===== src/rtl/pad_pkg.sv =====
`default_nettype none
// +----------------------------------------------------------------------+
// | pad_pkg : shared constants and state encoding for pad_debounce       |
// | Revision: 1.0                                                        |
// +----------------------------------------------------------------------+
package pad_pkg;

  localparam int N_PAD_DEFAULT   = 3;
  localparam int DB_CYCLES_BOARD = 500000;
  localparam int DB_CYCLES_SIM   = 4;

  typedef enum logic [1:0] {
    ST_LOW  = 2'b00,
    ST_RISE = 2'b01,
    ST_HIGH = 2'b10,
    ST_FALL = 2'b11
  } pad_state_e;

endpackage
`default_nettype wire


===== src/rtl/pad_debounce_ch.sv =====
`default_nettype none
// +----------------------------------------------------------------------+
// | pad_debounce_ch : one pad channel, sync + stability FSM + pulses     |
// | Optional auto-repeat: PAD_DEBOUNCE_AUTO_REPEAT_EN                    |
// | Revision: 1.0                                                        |
// +----------------------------------------------------------------------+
module pad_debounce_ch
  import pad_pkg::*;
#(
  parameter int DB_CYCLES = DB_CYCLES_BOARD
`ifdef PAD_DEBOUNCE_AUTO_REPEAT_EN
  ,
  parameter int REPEAT_DELAY  = 50000000,
  parameter int REPEAT_PERIOD = 10000000
`endif
) (
  input  logic clk,
  input  logic rst,
  input  logic pad_raw,
  output logic pad_level,
  output logic pad_press,
  output logic pad_release,
  output logic press_next
);

  localparam int              CNT_W    = $clog2(DB_CYCLES + 1);
  localparam logic [CNT_W-1:0] CNT_LAST = CNT_W'(DB_CYCLES - 1);
  localparam logic [CNT_W-1:0] CNT_ONE  = CNT_W'(1);

  logic             s1_q;
  logic             s2_q;
  pad_state_e       state_q, state_d;
  logic [CNT_W-1:0] cnt_q, cnt_d;
  logic             level_q, level_d;
  logic             press_q, press_d;
  logic             release_q, release_d;
  logic             rpt_fire;

  always_comb begin
    state_d   = state_q;
    cnt_d     = cnt_q;
    level_d   = level_q;
    press_d   = rpt_fire;
    release_d = 1'b0;
    case (state_q)
      ST_LOW: begin
        if (s2_q) begin
          state_d = ST_RISE;
          cnt_d   = CNT_ONE;
        end
      end
      ST_RISE: begin
        if (!s2_q) begin
          state_d = ST_LOW;
          cnt_d   = '0;
        end else if (cnt_q == CNT_LAST) begin
          state_d = ST_HIGH;
          cnt_d   = '0;
          level_d = 1'b1;
          press_d = 1'b1;
        end else begin
          cnt_d = cnt_q + CNT_ONE;
        end
      end
      ST_HIGH: begin
        if (!s2_q) begin
          state_d = ST_FALL;
          cnt_d   = CNT_ONE;
        end
      end
      ST_FALL: begin
        if (s2_q) begin
          state_d = ST_HIGH;
          cnt_d   = '0;
        end else if (cnt_q == CNT_LAST) begin
          state_d   = ST_LOW;
          cnt_d     = '0;
          level_d   = 1'b0;
          release_d = 1'b1;
        end else begin
          cnt_d = cnt_q + CNT_ONE;
        end
      end
      default: begin
        state_d = ST_LOW;
        cnt_d   = '0;
      end
    endcase
  end

`ifdef PAD_DEBOUNCE_AUTO_REPEAT_EN
  localparam int RPT_MAX = (REPEAT_DELAY > REPEAT_PERIOD) ? REPEAT_DELAY : REPEAT_PERIOD;
  localparam int RPT_W   = $clog2(RPT_MAX + 1);

  logic [RPT_W-1:0] rpt_q, rpt_d;

  // Down-counter: loaded on accept, runs only while HIGH sees a high pad.
  always_comb begin
    rpt_d    = rpt_q;
    rpt_fire = 1'b0;
    case (state_q)
      ST_RISE: if (s2_q && (cnt_q == CNT_LAST)) rpt_d = RPT_W'(REPEAT_DELAY - 1);
      ST_HIGH: begin
        if (s2_q) begin
          if (rpt_q == '0) begin
            rpt_fire = 1'b1;
            rpt_d    = RPT_W'(REPEAT_PERIOD - 1);
          end else begin
            rpt_d = rpt_q - RPT_W'(1);
          end
        end
      end
      ST_FALL: if (!s2_q && (cnt_q == CNT_LAST)) rpt_d = '0;
      default: rpt_d = rpt_q;
    endcase
  end

  always_ff @(posedge clk) begin
    if (rst) rpt_q <= '0;
    else     rpt_q <= rpt_d;
  end
`else
  assign rpt_fire = 1'b0;
`endif

  always_ff @(posedge clk) begin
    if (rst) begin
      s1_q      <= 1'b0;
      s2_q      <= 1'b0;
      state_q   <= ST_LOW;
      cnt_q     <= '0;
      level_q   <= 1'b0;
      press_q   <= 1'b0;
      release_q <= 1'b0;
    end else begin
      s1_q      <= pad_raw;
      s2_q      <= s1_q;
      state_q   <= state_d;
      cnt_q     <= cnt_d;
      level_q   <= level_d;
      press_q   <= press_d;
      release_q <= release_d;
    end
  end

  assign pad_level   = level_q;
  assign pad_press   = press_q;
  assign pad_release = release_q;
  assign press_next  = press_d;

endmodule
`default_nettype wire


===== src/rtl/pad_debounce.sv =====
`default_nettype none
// +----------------------------------------------------------------------+
// | pad_debounce : N_PAD independent debounce channels plus any_press    |
// | Optional auto-repeat: PAD_DEBOUNCE_AUTO_REPEAT_EN                    |
// | Revision: 1.0                                                        |
// +----------------------------------------------------------------------+
module pad_debounce
  import pad_pkg::*;
#(
  parameter int N_PAD     = N_PAD_DEFAULT,
  parameter int DB_CYCLES = DB_CYCLES_BOARD
`ifdef PAD_DEBOUNCE_AUTO_REPEAT_EN
  ,
  parameter int REPEAT_DELAY  = 50000000,
  parameter int REPEAT_PERIOD = 10000000
`endif
) (
  input  logic             clk,
  input  logic             rst,
  input  logic [0:N_PAD-1] pad_raw,
  output logic [0:N_PAD-1] pad_level,
  output logic [0:N_PAD-1] pad_press,
  output logic [0:N_PAD-1] pad_release,
  output logic             any_press
);

  logic [0:N_PAD-1] press_next;
  logic             any_press_q, any_press_d;

  generate
    for (genvar i = 0; i < N_PAD; i++) begin : g_ch
      pad_debounce_ch #(
        .DB_CYCLES     (DB_CYCLES)
`ifdef PAD_DEBOUNCE_AUTO_REPEAT_EN
        ,
        .REPEAT_DELAY  (REPEAT_DELAY),
        .REPEAT_PERIOD (REPEAT_PERIOD)
`endif
      ) u_ch (
        .clk         (clk),
        .rst         (rst),
        .pad_raw     (pad_raw[i]),
        .pad_level   (pad_level[i]),
        .pad_press   (pad_press[i]),
        .pad_release (pad_release[i]),
        .press_next  (press_next[i])
      );
    end
  endgenerate

  // Built from next-state press so it lands in the same cycle as pad_press.
  always_comb begin
    any_press_d = |press_next;
  end

  always_ff @(posedge clk) begin
    if (rst) any_press_q <= 1'b0;
    else     any_press_q <= any_press_d;
  end

  assign any_press = any_press_q;

endmodule
`default_nettype wire


===== config.mk =====
export PLATFORM = sky130hd
export DESIGN_NAME = pad_debounce
export DESIGN_NICKNAME = d
export VERILOG_FILES = /design/src/rtl/pad_pkg.sv /design/src/rtl/pad_debounce_ch.sv /design/src/rtl/pad_debounce.sv
export SDC_FILE = /design/constraint.sdc
export NUM_CORES = 1
export LEC_CHECK = 0
export CORE_ASPECT_RATIO = 1.4
export CORE_MARGIN = 2
export CORE_UTILIZATION = 65
export DETAILED_ROUTE_END_ITERATION = 12
export GPL_TIMING_DRIVEN = 0
export HOLD_SLACK_MARGIN = 0.12
export PLACE_DENSITY = 0.88
export SYNTH_ARGS = -nofsm -noshare
export SYNTH_HDL_FRONTEND = slang
export SYNTH_SLANG_ARGS = --single-unit

===== constraint.sdc =====
create_clock -name clk -period 5.4 [get_ports clk]
set_clock_uncertainty 0.1 [all_clocks]
set_input_delay 1.08 -clock clk [delete_from_list [all_inputs] [get_ports clk]]
set_output_delay 1.08 -clock clk [all_outputs]
set_load 0.05 [all_outputs]

== Yosys cells after proc, flatten, opt, wreduce, memory -nomap -nowiden ==
Index checks and enable logic that the tools add are counted.
Word-level totals
  input bits: 5
  register bits: 79
  output and inout bits: 10
  word-level logic and storage cells: 146
Operators by class
  equality and inequality tests: 36
  muxes and demuxes: 63
  $add $sub $neg: 3
  reduce and logical (&&, ||, !) cells: 19
  bitwise gates (word level): 3
Operator list (number)
  $mux W19: 15
  $pmux W19 S4: 3
  $add A19 B1 Y19 const B: 3
  $eq A19 B19 Y1 const B: 3
  $mux W2: 18
  $ne A2 B1 Y1 const B: 12
  $pmux W2 S4: 3
  $mux W1: 21
  $reduce_and A5 Y1: 3
  $eq A2 B2 Y1 const B: 6
  $ne A2 B2 Y1 const B: 6
  $reduce_and A4 Y1: 3
  $reduce_or A3 Y1: 4
  $ne A3 B1 Y1 const B: 3
  $ne A3 B3 Y1 const B: 3
  $eq A2 B1 Y1 const B: 3
  $logic_not A2 Y1: 3
  $pmux W1 S2: 3
  $reduce_and A2 Y1: 3
  $reduce_bool A2 Y1: 3
  $not A1 Y1: 3

== Depth between registers and ports, before layout ==
  depth after elaboration: 5
  depth in mapped cells: 9
  mapped depth without buffers: 6

== Hierarchy ==
From an unflattened synthesis, not the netlist that was laid out.
Unflattened totals
  cell total of the unflattened synthesis: 451
  area, all modules: 3786.1 µm²
Modules (own cells, without submodules)
  pad_debounce_ch at g_ch[0].u_ch ...: area each 1252.5 µm², times used 2, cells an instance 150
  pad_debounce_ch at g_ch[2].u_ch: area each 1252.5 µm², times used 1, cells an instance 148
  pad_debounce: area each 28.8 µm², times used 1, cells an instance 3

== Worst setup path after synthesis ==
OpenSTA, ideal clock, no wires.
  kind: input-to-reg
  start point: input port rst
  end point: register g_ch[2].u_ch.cnt_q[10]
  data arrival time: 2248 ps
  path slack: 2946 ps
  stages on the path: 5
  data required time: 5194 ps
  path through: clkbuf_1 -> nor3_1 -> clkbuf_1 -> nand2_1 -> o311ai_0
RTL lines
  from (decl): RTL line pad_debounce.sv:19  | input logic rst,
  to (signal assigned): RTL line pad_debounce_ch.sv:139  | cnt_q <= cnt_d;
  to (decl): RTL line pad_debounce_ch.sv:33  | logic [CNT_W-1:0] cnt_q, cnt_d;

==> flow_metrics.py <==
metrics = {
    "clock_network": {
        "cts_setup_buffers": 0,
        "clock-sinks": 79,
        "cts_max_level": 3,
        "cts_root_buf": "clkbuf_8",
        "clk_pin_slew_ns": 0.08,
        "hold_buffers": 0,
        "clock_latency_ns": 0.35,
        "cts_tree": "built",
        "cts-resized-gates": 0,
        "clk_path_buf_depth": 2,
        "cts_buffers": 9,
    },
    "critical_path": {
        "crit_path_end_kind": "flip-flop",
        "crit_slowest_cell": "nor3_1",
        "slowest_delay_ns": 0.82,
        "path_class": "input pin to flip-flop",
        "critPathArrivalTime_ns": 3.32,
        "crit_top_cell": "clkbuf_1",
        "worstPathRequired_ns": 5.54,
        "path_cells": "clkdlybuf4s50_1 > clkbuf_1 > nor3_1 > clkbuf_1 > nand2_1 > o311ai_0",
        "worst_setup_path_start_kind": "input pin",
        "worstPathMaxFanout": 10,
    },
    "finish": {
        "area_growth_pct": 12.2,
        "final_area_um2": 4360,
        "finalNetCount": 506,
        "instances_no_fill": 573,
        "drive_above_1_share_pct": 7.16,
        "diodes": 0,
    },
    "timing": {
        "setup-violations-final": 0,
        "period_share_pct": 58.8,
        "min_period_ns": 3.17,
        "tightestPinTransition_ns": 1.03,
        "fin_setup_tns_ns": 0,
        "finalHoldViolations": 0,
        "rsz0062_at_grt": "no",
        "maxSlewViolCount": 0,
        "max_slew_margin_pct": 31.2,
        "max_clock_freq_mhz": 315,
    },
    "run_status": {
        "status": "completed",
    },
    "power": {
        "p_sw_mw": 0.252,
        "clkPwrFrac_pct": 45.0,
        "intPower_mw": 0.932,
        "p_per_area_nw_per_um2": 272,
        "swShare_pct": 21.3,
        "pwr-share-comb_pct": 4.8,
        "pwr-share-seq_pct": 50.3,
        "p_leak_nw": 1.58,
        "ir_drop_mv": 0.190,
    },
    "detailed_routing": {
        "vias_per_cell": 6.39,
        "first_pass_iters": 6,
        "drc": 0,
        "ant_nets": 0,
        "totalWireLength_um": 8660,
        "route.vias.total": 3661,
        "first_iter_violations": 334,
        "wire_per_inst_um": 15.1,
    },
    "synth": {
        "synth_edf_count": 0,
        "synth.area.top_cells": "dfxtp_1 (41%), nand2_1 (6.0%), nand3_1 (4.9%)",
        "async_flop_share_pct": 0,
        "syn_avg_cell_area_um2": 8.22,
        "synth_cell_types": 56,
        "synth_area_leader_cell": "dfxtp_1",
        "ys_seq_elements": 79,
        "synth_top_area_share_pct": 40.7,
        "yosysSeqAreaShare_pct": 40.7,
        "synth_cells": 473,
        "syn_nets": 481,
        "synth_area_um2": 3890,
        "ys_warn_count": 0,
        "synthFlopType": "dfxtp_1",
    },
    "global_routing": {
        "grt_use_met2_pct": 49.4,
        "grt_max_degree": 14,
        "grt_pass1_wl_um": 14900,
        "grt-ovfl-total": 0,
        "grt_pass1_vias": 3433,
        "grt-busiest-layer": "met2",
        "grtUsageMet3_pct": 5.71,
        "grt.total_usage_pct": 27.9,
        "antenna_found_initial": 0,
        "globalRouteMet1Util_pct": 30.7,
    },
    "floorplanning": {
        "die_y_um": 95.5,
        "core_um2": 5820,
        "dieArea_um2": 6620,
        "initial_core_util_pct": 66.8,
        "dieWidth_um": 69.4,
        "row_count": 33,
        "ios": 15,
    },
    "placed_design": {
        "gp_congestion": 0.936,
        "dp_cells": 557,
        "port_buffers": 14,
        "placed_cell_area_um2": 4120,
        "dpl.hpwl_um": 6270,
    },
    "job": {
        "drv_cap": 0,
    },
    "min_path": {
        "min_path_type": "flip-flop to flip-flop",
    },
}
==> through the flow <==
step	util [%]	hold slack (ns)	worst slack, ns	total power, mW
after global placement	70.7	0.316	1.89	0.663
after floorplan	-	0.314	2.95	0.647
after detailed placement	70.7	0.326	1.86	0.665
final	74.9	0.342	2.23	1.18
after global routing	74.9	0.361	1.99	1.22
after CTS	74.9	0.345	2.21	1.19
==> synth_stat cells (7+ instances only) <==
master and n:
nor2_1 27, nand4_1 12, nand2_1 62, a31oi_1 7
a21o_1 13, or3_1 8, o21ai_0 24, nor3_1 20
and2_1 8, dfxtp_1 79, and3_1 9, buf_4 9
a21oi_1 20, clkbuf_1 10, nand3_1 38, inv_1 12
nor2b_1 9, nor4_1 9, and4_1 7
==> routing by layer <==
metal,part of all wire (%),up-vias
met2,51,127
li1,-,1796
met1,41,1705
met5,0,-
met3,5.0,33
met4,3.3,0
==> flip-flops by register name, summed over array words and instances (netlist names), named ones only <==
| signal | cells |
|---|---|
| any_press | 1 |
| g_ch.u_ch.cnt_q | 57 |
| g_ch.u_ch.pad_level | 3 |
| g_ch.u_ch.pad_press | 3 |
| g_ch.u_ch.pad_release | 3 |
| g_ch.u_ch.s1_q | 3 |
| g_ch.u_ch.s2_q | 3 |
| g_ch.u_ch.state_q | 3 |
==> logic make-up (layout without fill, tap and decap cells) <==
group           after synthesis  in the layout  synth area share [%]
mux                           6              6                  1.54
flops                        79             79                  40.7
fa+ha+maj                     3              3                 0.966
xor+xnor                     12             12                  2.70
simple gates                235            235                  32.0
compound gates              100            100                  17.1
buf+inv                      38             68                  5.05
==> cell type report <==
class	count	area, um2
Inverter	12	45.0
Tap cell	70	87.6
Timing Repair Buffer	14	140
Fill cell	443	1460
Multi-Input combinational cell	356	2110
Sequential cell	79	1580
Clock inverter	5	104
Buffer	26	151
Clock buffer	11	141
==> worst paths after layout <==
check | from | end | slack, ns | cells after the start
hold reg to reg | g_ch[0].u_ch.s1_q | g_ch[0].u_ch.s2_q | 0.34 | 1
setup / recovery | rst | g_ch[2].u_ch.cnt_q[10] | 2.23 | 6
hold / removal | g_ch[0].u_ch.s1_q | g_ch[0].u_ch.s2_q | 0.34 | 1
setup reg to reg | g_ch[1].u_ch.s2_q | g_ch[1].u_ch.cnt_q[16] | 2.98 | 5
==> critical path, delay by kind of cell <==
| family | cells | cell delay (ns) |
|---|---|---|
| AO/OA/AOI/OAI | 1 | 0.09 |
| AND/OR/NAND/NOR | 2 | 0.92 |
| buffers and inverters | 3 | 1.22 |
==> power by group through the flow <==
stage | Clock [mW] | Combinational [mW] | Sequential [mW]
floorplan | 0 | 0.0402 | 0.607
global placement | 0 | 0.0546 | 0.608
detailed placement | 0 | 0.0564 | 0.609
CTS | 0.538 | 0.0568 | 0.595
global route | 0.560 | 0.0623 | 0.596
finish | 0.532 | 0.0567 | 0.595
==> cells in the final DEF (no fill, tap or decap), types with 10 or more instances in the layout <==
cell type,instances
a21o_1,13
inv_1,12
o21ai_0,24
clkdlybuf4s50_1,14
nand2_1,62
clkbuf_8,10
nand4_1,12
a21oi_1,20
nor3_1,20
dfxtp_1,79
clkbuf_1,11
nor2_1,27
nand3_1,38
Power figures use the tool's default switching activity.
